$ cat src/rtl/otter_mem_pkg.sv
// Shared types and helpers for the OTTER memory/IO bus arbiter.
// The transaction record is sized to the widest bus the arbiter supports;
// the arbiter's own ADDR_W/DATA_W must not exceed TXN_ADDR_W/TXN_DATA_W.
package otter_mem_pkg;

    localparam int TXN_ADDR_W = 32;
    localparam int TXN_DATA_W = 32;

    // Arbiter sequencing state: free, or owning the bus on behalf of one port
    typedef enum logic [1:0] {
        IDLE    = 2'd0,
        BUSY_IF = 2'd1,
        BUSY_D  = 2'd2
    } arb_state_t;

    // Access size carried through to the memory/IO side untouched
    typedef enum logic [1:0] {
        BYTE = 2'd0,
        HALF = 2'd1,
        WORD = 2'd2
    } mem_size_t;

    // Everything the memory side needs for one transaction, latched at grant
    typedef struct packed {
        logic                  we;
        logic [TXN_ADDR_W-1:0] addr;
        logic [TXN_DATA_W-1:0] wdata;
        mem_size_t             size;
        logic                  sign;
    } mem_txn_t;

    // Saturating increment used by the instruction-fetch starvation counter
    function automatic logic [3:0] starve_inc(input logic [3:0] cur,
                                              input logic [3:0] limit);
        return (cur >= limit) ? limit : cur + 4'd1;
    endfunction

endpackage

$ cat src/rtl/otter_mem_arbiter.sv
// Shares the single-ported OTTER memory/IO bus between the fetch port (IF)
// and the MEM-stage data port (D). Data accesses win by default so the
// older instruction in MEM drains first; a small counter forces a fetch
// through after MAX_IF_WAIT data grants so IF cannot starve behind a run
// of loads/stores. Each transaction is held on M_* until M_ACK and the
// result is returned one cycle later as a single VALID pulse.
import otter_mem_pkg::*;

module otter_mem_arbiter #(
    parameter int ADDR_W      = 32,
    parameter int DATA_W      = 32,
    parameter int MAX_IF_WAIT = 4
) (
    input  logic              CLK,
    input  logic              RESET_N,

    input  logic              IF_REQ,
    input  logic [ADDR_W-1:0] IF_ADDR,
    output logic              IF_GNT,
    output logic              IF_VALID,
    output logic [DATA_W-1:0] IF_RDATA,

    input  logic              D_REQ,
    input  logic              D_WE,
    input  logic [ADDR_W-1:0] D_ADDR,
    input  logic [DATA_W-1:0] D_WDATA,
    input  logic [1:0]        D_SIZE,
    input  logic              D_SIGN,
    output logic              D_GNT,
    output logic              D_VALID,
    output logic [DATA_W-1:0] D_RDATA,

    output logic              M_REQ,
    output logic              M_WE,
    output logic [ADDR_W-1:0] M_ADDR,
    output logic [DATA_W-1:0] M_WDATA,
    output logic [1:0]        M_SIZE,
    output logic              M_SIGN,
    input  logic              M_ACK,
    input  logic [DATA_W-1:0] M_RDATA,

    output logic              STALL_IF,
    output logic              STALL_MEM
);

    localparam logic [3:0] STARVE_MAX = 4'(MAX_IF_WAIT);

    arb_state_t        state_q;
    arb_state_t        state_d;
    logic [3:0]        starve_q;
    mem_txn_t          txn_q;
    mem_txn_t          if_txn;
    mem_txn_t          d_txn;
    logic              if_valid_q;
    logic              d_valid_q;
    logic [DATA_W-1:0] if_rdata_q;
    logic [DATA_W-1:0] d_rdata_q;

    logic              idle;
    logic              starve_full;
    logic              d_win;
    logic              if_win;
    logic              if_done;
    logic              d_done;

    assign idle        = (state_q == IDLE);
    assign starve_full = (starve_q == STARVE_MAX);
    assign if_done     = (state_q == BUSY_IF) && M_ACK;
    assign d_done      = (state_q == BUSY_D) && M_ACK;

    // Same-cycle grant decision while the bus is free: data first, unless
    // fetch has been passed over MAX_IF_WAIT times and is still asking
    always_comb begin
        d_win  = 1'b0;
        if_win = 1'b0;
        if (RESET_N && idle) begin
            d_win  = D_REQ && !(IF_REQ && starve_full);
            if_win = IF_REQ && !d_win;
        end
    end

    // Transaction records for each port as they would be latched on grant;
    // fetches are always full-word reads
    always_comb begin
        if_txn       = '0;
        if_txn.we    = 1'b0;
        if_txn.addr  = TXN_ADDR_W'(IF_ADDR);
        if_txn.wdata = '0;
        if_txn.size  = WORD;
        if_txn.sign  = 1'b0;

        d_txn        = '0;
        d_txn.we     = D_WE;
        d_txn.addr   = TXN_ADDR_W'(D_ADDR);
        d_txn.wdata  = TXN_DATA_W'(D_WDATA);
        d_txn.size   = mem_size_t'(D_SIZE);
        d_txn.sign   = D_SIGN;
    end

    // Next-state logic: claim the bus for the winner, release it on M_ACK
    always_comb begin
        state_d = state_q;
        case (state_q)
            IDLE: begin
                if (d_win) begin
                    state_d = BUSY_D;
                end else if (if_win) begin
                    state_d = BUSY_IF;
                end
            end
            BUSY_IF,
            BUSY_D: begin
                if (M_ACK) begin
                    state_d = IDLE;
                end
            end
            default: state_d = IDLE;
        endcase
    end

    // State register; an asynchronous reset abandons any open transaction
    always_ff @(posedge CLK or negedge RESET_N) begin
        if (!RESET_N) begin
            state_q <= IDLE;
        end else begin
            state_q <= state_d;
        end
    end

    // Starvation counter: counts data grants that IF had to sit through
    always_ff @(posedge CLK or negedge RESET_N) begin
        if (!RESET_N) begin
            starve_q <= 4'd0;
        end else if (if_win) begin
            starve_q <= 4'd0;
        end else if (d_win && IF_REQ) begin
            starve_q <= starve_inc(starve_q, STARVE_MAX);
        end
    end

    // Transaction register: captured on grant and held steady while busy
    always_ff @(posedge CLK or negedge RESET_N) begin
        if (!RESET_N) begin
            txn_q <= '0;
        end else if (d_win) begin
            txn_q <= d_txn;
        end else if (if_win) begin
            txn_q <= if_txn;
        end
    end

    // Completion pulses, one cycle after the memory acknowledges
    always_ff @(posedge CLK or negedge RESET_N) begin
        if (!RESET_N) begin
            if_valid_q <= 1'b0;
            d_valid_q  <= 1'b0;
        end else begin
            if_valid_q <= if_done;
            d_valid_q  <= d_done;
        end
    end

    // Read-data capture; each port keeps its last result until its next completion
    always_ff @(posedge CLK or negedge RESET_N) begin
        if (!RESET_N) begin
            if_rdata_q <= '0;
            d_rdata_q  <= '0;
        end else begin
            if (if_done) begin
                if_rdata_q <= M_RDATA;
            end
            if (d_done) begin
                d_rdata_q <= txn_q.we ? '0 : M_RDATA;
            end
        end
    end

    assign IF_GNT    = if_win;
    assign D_GNT     = d_win;
    assign IF_VALID  = if_valid_q;
    assign D_VALID   = d_valid_q;
    assign IF_RDATA  = if_rdata_q;
    assign D_RDATA   = d_rdata_q;

    assign M_REQ     = !idle;
    assign M_WE      = txn_q.we;
    assign M_ADDR    = txn_q.addr[ADDR_W-1:0];
    assign M_WDATA   = txn_q.wdata[DATA_W-1:0];
    assign M_SIZE    = txn_q.size;
    assign M_SIGN    = txn_q.sign;

    assign STALL_IF  = RESET_N && IF_REQ && !if_valid_q;
    assign STALL_MEM = RESET_N && D_REQ && !d_valid_q;

endmodule

$ cat config.mk
export PLATFORM = sky130hd
export DESIGN_NAME = otter_mem_arbiter
export DESIGN_NICKNAME = d
export VERILOG_FILES = /design/src/rtl/otter_mem_pkg.sv /design/src/rtl/otter_mem_arbiter.sv
export SDC_FILE = /design/constraint.sdc
export NUM_CORES = 1
export LEC_CHECK = 0
export BUFFER_PORTS_ARGS = -buffer_cell sky130_fd_sc_hd__buf_2
export CAP_MARGIN = 20
export CORE_UTILIZATION = 40
export CTS_CLUSTER_SIZE = 30
export DETAILED_ROUTE_END_ITERATION = 10
export GPL_TIMING_DRIVEN = 1
export PLACE_DENSITY = 0.8
export SLEW_MARGIN = 5
export SYNTH_ARGS = -nofsm -noshare
export SYNTH_HDL_FRONTEND = slang
export SYNTH_SLANG_ARGS = --single-unit
$ cat constraint.sdc
create_clock -name CLK -period 4.6 [get_ports CLK]
set_clock_uncertainty 0.2 [all_clocks]
set_input_delay 0.46 -clock CLK [delete_from_list [all_inputs] [get_ports CLK]]
set_output_delay 0.46 -clock CLK [all_outputs]
set_load 0.005 [all_outputs]
=== After elaboration in Yosys (flattened, before gate mapping) ===
Cells that the tools add are included.
Widths: inputs -> output; s select.

* Memory bits (writable): 0
* Output and inout bits: 139
* Register bits after elaboration: 140
* Bits in latches: 0
* Bits in read-only memories: 0
* Input bits: 137
* Memories: 0

* Order comparisons: 1
* Reduce and logical (&&, ||, !) cells: 21
* Bitwise logic cells: 0
* Shift-type cells: 0
* Multiplexer cells: 12
* Div/mod/pow operators: 0
* Add/subtract/negate cells: 1
* $mul: 0
* Equal/unequal tests: 5

{| class="wikitable"
|+ Operator list
! kind !! count
|-
| $mux 68 || 2
|-
| $mux 32 || 1
|-
| $mux 4 || 3
|-
| $logic_and 1x1->1 || 11
|-
| $mux 2 || 3
|-
| $logic_not 1->1 || 5
|-
| $add 4x1->4 const B || 1
|-
| $eq 4x3->1 const B || 1
|-
| $ge 4x3->1 const B || 1
|-
| $pmux 2 s2 || 1
|-
| $reduce_bool 2->1 || 2
|-
| $ne 3x2->1 const B || 1
|-
| $eq 2x1->1 const B || 1
|-
| $eq 2x2->1 const B || 1
|-
| $logic_not 2->1 || 1
|-
| $mux 1 || 2
|-
| $ne 2x2->1 const B || 1
|-
| $reduce_and 2->1 || 1
|-
| $reduce_or 2->1 || 1
|}

=== Logic depth before layout (Yosys ltp) ===
Gate-level depths: netlist (run 1).

* Depth in word-level cells: 10
* Depth in mapped cells: 8
* Depth with buffers taken out: 5

=== Least setup slack after synthesis (run 1) ===
Ideal clock, no wire load.

* Path type: register to output
* From: reg starve_q[0]
* To: out IF_GNT
* Data required time: 3.940 ns
* Data arrival time: 1.359 ns
* Path buffers: 2
* Stages on the path, launching flop included: 8
* Path slack: 2.581 ns
* Cells stage by stage: dfrtp_1 > inv_1 > ha_1 > nand4b_4 > and2_1 > buf_2 > buf_2 > nor2_1

* Cells in the longest elaborated chain, start to end: 7

{| class="wikitable"
|+ RTL lines
! what !! RTL line !! source
|-
| start: declaration || otter_mem_arbiter.sv:50 || <nowiki>logic [3:0] starve_q;</nowiki>
|-
| start signal: assignment || otter_mem_arbiter.sv:137 || <nowiki>starve_q <= starve_inc(starve_q, STARVE_MAX);</nowiki>
|-
| $eq 4x3->1 || otter_mem_arbiter.sv:67 || <nowiki>assign starve_full = (starve_q == STARVE_MAX);</nowiki>
|-
| $logic_and 1x1->1 || otter_mem_arbiter.sv:77 || <nowiki>d_win = D_REQ && !(IF_REQ && starve_full);</nowiki>
|-
| $logic_not 1->1 || otter_mem_arbiter.sv:77 ||
|-
| $logic_and 1x1->1 || otter_mem_arbiter.sv:77 ||
|-
| $logic_not 1->1 || otter_mem_arbiter.sv:78 || <nowiki>if_win = IF_REQ && !d_win;</nowiki>
|-
| $logic_and 1x1->1 || otter_mem_arbiter.sv:78 ||
|-
| $mux 1 || otter_mem_arbiter.sv:76 || <nowiki>if (RESET_N && idle) begin</nowiki>
|-
| end: declaration || otter_mem_arbiter.sv:19 || <nowiki>output logic IF_GNT,</nowiki>
|}

No other way between the ends.

=== Worst setup path after layout (run 1) ===
* From: in RESET_N
* To: out D_GNT

* Cells in the longest elaborated chain, start to end: 2

{| class="wikitable"
|+ RTL lines
! what !! RTL line !! source
|-
| start: declaration || otter_mem_arbiter.sv:15 || <nowiki>input logic RESET_N,</nowiki>
|-
| $logic_and 1x1->1 || otter_mem_arbiter.sv:76 ||
|-
| $mux 1 || otter_mem_arbiter.sv:76 ||
|-
| end: declaration || otter_mem_arbiter.sv:29 || <nowiki>output logic D_GNT,</nowiki>
|}

No other way between the ends.

==> impl_metrics.json, run 1 <==
{
  "clk_latency_ns": 0.41,
  "p_sw_frac": 0.320,
  "post-route-drc-count": 0,
  "grt_max_degree": 78,
  "clk_pin_slew_ns": 0.06,
  "post-place-cells": 938,
  "grt.overflow.total": 0,
  "synth.most_common_cell": "dfrtp_1",
  "outcome": "finished clean",
  "pwr-share-clk": 0.272,
  "cts_sinks": 140,
  "wl_per_cell_um": 16.0,
  "hold_viol": 0,
  "worstSetupPathType": "in2out",
  "slew_headroom": 0.357,
  "max_stage_delay_ns": 0.56,
  "synth_area_um2": 5840,
  "synth_top_area_frac": 0.600,
  "routed-via-count": 4920,
  "crit_path_top_delay_cell": "dlygate4sd3_1",
  "drive_gt1_frac": 0.402,
  "endpoint_kind": "output port",
  "p_int_mw": 3.65,
  "fin_crit_ns": 3.14,
  "synth_warnings": 0,
  "synth-async-reset-ratio": 1.00,
  "ant_nets": 0,
  "cts_root_buf": "clkbuf_16",
  "finalWirelength_mm": 15.6,
  "via_per_inst": 5.06,
  "yosysTopAreaCell": "dfrtp_1",
  "first_pass_iters": 4,
  "first_global_vias": 4795,
  "grt_first_pass_wirelength_mm": 24.2,
  "ir_drop_mv": 0.270,
  "synthesis.nets": 661,
  "antenna_cells": 0,
  "worstSetupStartpoint": "RESET_N",
  "die_h_um": 123,
  "grt_usage": 0.212,
  "required_ns": 3.94,
  "synth_cell_types": 29,
  "dr.first_iter.drc_count": 294,
  "synthTopCellsByArea": "dfrtp_1 (60%), nand2_1 (6.4%), mux2_1 (6.2%)",
  "cts_inserted_buffers": 17,
  "crit_path_max_fanout": 72,
  "maxCapViolCount": 0,
  "hp-start": "D_WDATA[25]",
  "r2r_slack_ns": 2.30,
  "ys_seq_area_frac": 0.600,
  "gp_congestion": 0.739,
  "die_x_um": 123,
  "synth_flop_cell": "dfrtp_1",
  "fmax_mhz": 318,
  "post-dp-hpwl_mm": 10.8,
  "tns_ns": 0,
  "comb_power_share": 0.327,
  "finalCoreUtilization": 0.567,
  "synth_commonest_cells": "dfrtp_1 (140), nand2_1 (100), a22o_1 (35)",
  "ctsHoldBuffers": 1,
  "tightest_slew_ns": 0.964,
  "rows": 43,
  "p_leak_nw": 4.11,
  "core_region_area_um2": 14000,
  "io_buffers": 275,
  "slew_violations": 0,
  "synthToLayoutAreaGrowth_pct": 36.3,
  "clockBufferDepth": 2,
  "r2r_start": "state_q[1]$_DFFE_PN0P_",
  "ios": 276,
  "cts-htree-levels": 4,
  "rsz0062_at_grt": "no",
  "synth_cells": 519,
  "layout.nets": 921,
  "power_density_nw_per_um2": 674,
  "finalPower_mw": 5.36,
  "p_switching_mw": 1.71,
  "start_kind": "primary input",
  "cts_resized": 0,
  "post_cts_buffers": 0,
  "initial_utilization": 0.416,
  "path_cells": "dlygate4sd3_1, buf_6, and2_1, and3_4, buf_2",
  "finalNonFillerCells": 972,
  "synth_edf_count": 0,
  "critPathArrivalTime_ns": 2.48,
  "setup_viol": 0,
  "ys_seq_elements": 140,
  "cts_tree": "yes",
  "period_share": 0.683,
  "seqPwrFrac": 0.400,
  "min_path_type": "in2reg",
  "syn_avg_cell_area_um2": 11.3,
  "antenna_found_initial": 1,
  "die_area_um2": 15100
}
## critical path: cells and delay by family
family                 cells  cell delay (ns)
and+or+nand+nor            2             0.71
buffers and inverters      3             1.25
## cell type report
type	count	area, um2
repair buffers	284	1470
clock inverters	11	165
inverters	9	33.8
flip-flops and latches	140	3500
multi-input cells	327	2100
fillers	1222	6080
well taps	180	225
clock buffers	21	470
## kinds of logic (layout without fill, tap and decap cells)
kind of cell / count (synthesis) / count (layout) / synth area share
buf+inv: 52 / 325 / 0.0418
fa+ha+maj: 5 / 5 / 0.0107
simple gates: 181 / 181 / 0.152
mux: 32 / 32 / 0.0617
compound gates: 109 / 109 / 0.134
flops: 140 / 140 / 0.600
## state kept, by name (all words and copies together) (netlist names)
register / flops
D_RDATA: 32
D_VALID: 1
IF_RDATA: 32
IF_VALID: 1
M_ADDR: 32
M_SIGN: 1
M_SIZE: 2
M_WDATA: 32
M_WE: 1
starve_q: 4
state_q: 2
## power by group through the flow
| stage | registers [mW] | clock network (mW) | logic (mW) |
|---|---|---|---|
| floorplan | 2.17 | 0 | 0.891 |
| global placement | 2.15 | 0 | 1.72 |
| detailed placement | 2.16 | 0 | 1.78 |
| CTS | 2.15 | 1.49 | 1.78 |
| global route | 2.23 | 1.55 | 1.98 |
| finish | 2.15 | 1.46 | 1.76 |
## through the flow
step                      setup WS, ns  instance area [um2]  hold slack (ns)
final                             1.46                 7960           0.0683
after global routing              1.26                 7960           0.0517
after CTS                         1.41                 7940           0.0518
after detailed placement          1.94                 7300            0.270
after global placement            1.80                 7290            0.262
after floorplan                   2.58                 5840          -0.0356
## worst paths after layout
path	end	cells after the start
worst min-delay path	M_WDATA[25]$_DFFE_PN0P_	2
max in group asynchronous	D_RDATA[8]$_DFFE_PN0P_	3
worst max register to register	starve_q[1]$_DFFE_PN0P_	6
min in group asynchronous	M_WDATA[19]$_DFFE_PN0P_	2
worst min register to register	D_RDATA[8]$_DFFE_PN0P_	2
worst max-delay path	D_GNT	5
## layout by cell type (no fill, tap or decap), drive strengths merged
master / n
a2bb2oi: 1
a311oi: 1
nor2: 5
nand4: 32
o211ai: 33
clkbuf: 21
dlygate4sd3: 1
o22a: 1
nand4b: 1
nand2: 100
a32oi: 1
o211a: 1
nand3: 2
dfrtp: 140
and2: 5
o21ai: 33
a22o: 35
ha: 5
nor2b: 1
nand2b: 33
mux2: 32
buf: 283
o22ai: 2
inv: 9
and3: 2
bufinv: 4
clkinvlp: 1
clkinv: 6
a21oi: 1
## metal layers
metal	routed length, um	GRT usage	vias up
met5	0	0	-
met4	231	0.0808	0
met3	1010	0.0525	16
met2	7960	0.355	182
met1	6360	0.262	2371
li1	-	-	2351
No activity file was read; power rests on OpenSTA's default activity.
==> run 2, diff against run 1 <==
--- a/config.mk
+++ b/config.mk
@@ -11,7 +11,7 @@
 export CTS_CLUSTER_SIZE = 30
 export DETAILED_ROUTE_END_ITERATION = 10
 export GPL_TIMING_DRIVEN = 1
-export PLACE_DENSITY = 0.8
+export PLACE_DENSITY = 0.83
 export SLEW_MARGIN = 5
 export SYNTH_ARGS = -nofsm -noshare
 export SYNTH_HDL_FRONTEND = slang
==> constraint.sdc (replaced) <==
create_clock -name CLK -period 2.8 [get_ports CLK]
set_clock_uncertainty 0.2 [all_clocks]
set_input_delay 0.28 -clock CLK [delete_from_list [all_inputs] [get_ports CLK]]
set_output_delay 0.28 -clock CLK [all_outputs]
set_load 0.005 [all_outputs]
==> run 2 against run 1 <==
Compared with the run above:
- clock-buffer cell count rose by 1
- critical path depth did not move
- die area did not move
- largest power group unchanged
- highest routed layer unchanged
==> impl_metrics.json, run 2 (synthesized netlist as in run 1, its figures left out) <==
{
  "outcome": "finished clean",
  "dr.first_iter.drc_count": 321,
  "layout.nets": 1060,
  "cp_top_family": "simple AND/OR/NAND/NOR gates",
  "die_x_um": 123,
  "clockBufferDepth": 2,
  "first_global_vias": 6102,
  "tns_ns": 0,
  "rows": 43,
  "antenna_found_initial": 0,
  "path_cells": "inv_1, ha_1, and2_1, and3_4, buf_2",
  "cts_tree": "yes",
  "synthToLayoutAreaGrowth_pct": 58.7,
  "routed-via-count": 5780,
  "period_share": 0.891,
  "gp_congestion": 0.774,
  "drive_gt1_frac": 0.346,
  "p_int_mw": 6.11,
  "io_buffers": 275,
  "cts-htree-levels": 4,
  "ant_nets": 0,
  "slew_violations": 0,
  "p_leak_nw": 4.67,
  "seqPwrFrac": 0.383,
  "grt_usage": 0.261,
  "core_region_area_um2": 14000,
  "crit_path_top_delay_cell": "and3_4",
  "fin_crit_ns": 2.50,
  "nFillCells": 989,
  "rr_worst_depth": 7,
  "start_kind": "flip-flop",
  "slew_headroom": 0.578,
  "r2r_slack_ns": 0.38,
  "grt_first_pass_wirelength_mm": 30.0,
  "final_common_cell": "buf_2",
  "worstSetupPathType": "reg2out",
  "grt.overflow.total": 0,
  "via_per_inst": 5.20,
  "p_switching_mw": 3.04,
  "layout_common_cells": "buf_2 (274), dfrtp_1 (140), dlygate4sd3_1 (133)",
  "endpoint_kind": "output port",
  "multi_input_area_um2": 2100,
  "hold_viol": 0,
  "max_stage_delay_ns": 0.48,
  "cts_sinks": 140,
  "maxCapViolCount": 0,
  "holdWs_ns": 0.0830,
  "p_sw_frac": 0.332,
  "pwr-share-clk": 0.245,
  "antenna_cells": 0,
  "fmax_mhz": 401,
  "setup_viol": 0,
  "r2r_start": "state_q[0]$_DFFE_PN0P_",
  "rsz0062_at_grt": "no",
  "initial_utilization": 0.416,
  "ios": 276,
  "ff_latch_area_um2": 3500,
  "worst-path-buf-inv": 2,
  "min_path_type": "in2async",
  "clk_pin_slew_ns": 0.06,
  "cts_inserted_buffers": 17,
  "critPathArrivalTime_ns": 2.02,
  "finalPower_mw": 9.16,
  "post-route-drc-count": 0,
  "finalWirelength_mm": 19.4,
  "comb_power_share": 0.372,
  "required_ns": 2.32,
  "die_h_um": 123,
  "cts_root_buf": "clkbuf_16",
  "post-dp-hpwl_mm": 11.4,
  "worstReg2RegEnd": "M_ADDR[24]$_DFFE_PN0P_",
  "power_density_nw_per_um2": 987,
  "clk_latency_ns": 0.41,
  "grt_max_degree": 66,
  "wl_per_cell_um": 17.5,
  "tightest_slew_ns": 0.633,
  "crit_path_max_fanout": 37,
  "die_area_um2": 15100,
  "first_pass_iters": 5,
  "ir_drop_mv": 0.630
}
## run 2: cell types whose count changed in the layout (fill, tap and decap cells not counted), sizes merged
| cell | delta |
|---|---|
| buf | +7 |
| bufinv | -1 |
| clkbuf | +1 |
| dlygate4sd3 | +132 |
## run 2: through the flow
| stage | util | cell area, um2 | cells | worst slack (ns) |
|---|---|---|---|---|
| 2_1_floorplan | - | 5840 | 519 | 0.943 |
| 3_3_place_gp | 0.524 | 7350 | 946 | 0.573 |
| 3_5_place_dp | 0.524 | 7350 | 946 | 0.531 |
| 4_1_cts | 0.660 | 9270 | 1111 | 0.135 |
| 5_1_grt | 0.660 | 9270 | 1111 | 0.127 |
| 6_report | 0.660 | 9270 | 1111 | 0.305 |
## run 2: worst max-delay path by stage
stage	startpoint	to	slack [ns]	cells past startpoint
floorplan	state_q[0]$_DFFE_PN0P_	M_WDATA[2]$_DFFE_PN0P_	0.94	8
global placement	starve_q[0]$_DFFE_PN0P_	M_ADDR[27]$_DFFE_PN0P_	0.57	6
detailed placement	starve_q[0]$_DFFE_PN0P_	M_ADDR[4]$_DFFE_PN0P_	0.53	6
CTS	starve_q[0]$_DFFE_PN0P_	IF_GNT	0.13	6
global route	state_q[1]$_DFFE_PN0P_	D_GNT	0.13	5
finish	state_q[1]$_DFFE_PN0P_	D_GNT	0.30	5
## run 2: power groups by stage
stage	Combinational (mW)	Clock, mW	Sequential [mW]
after floorplan	1.46	0	3.56
after global placement	2.94	0	3.45
after detailed placement	3.03	0	3.49
after CTS	3.33	2.28	3.48
after global routing	3.75	2.37	3.60
final	3.41	2.24	3.51
## run 2: layout make-up
class / instances / area share
Clock buffer: 22 / 0.0479
Clock inverter: 10 / 0.0154
Inverter: 9 / 0.00364
Multi-Input combinational cell: 327 / 0.226
Sequential cell: 140 / 0.378
Tap cell: 180 / 0.0243
Timing Repair Buffer: 423 / 0.305
## run 2: per-layer routing
| metal | GRT usage | up-vias | wire, um |
|---|---|---|---|
| met3 | 0.0799 | 86 | 1580 |
| met4 | 0.155 | 0 | 867 |
| met1 | 0.277 | 2728 | 7040 |
| met2 | 0.455 | 339 | 9940 |
| li1 | - | 2627 | - |
| met5 | 0 | - | 0 |
## run 2: repair_timing
item	CTS	global route
gates resized for setup	0	1
buffers inserted	0	0
setup endpoints to repair	0	2
hold endpoints to repair	223	0
hold buffers	133	0
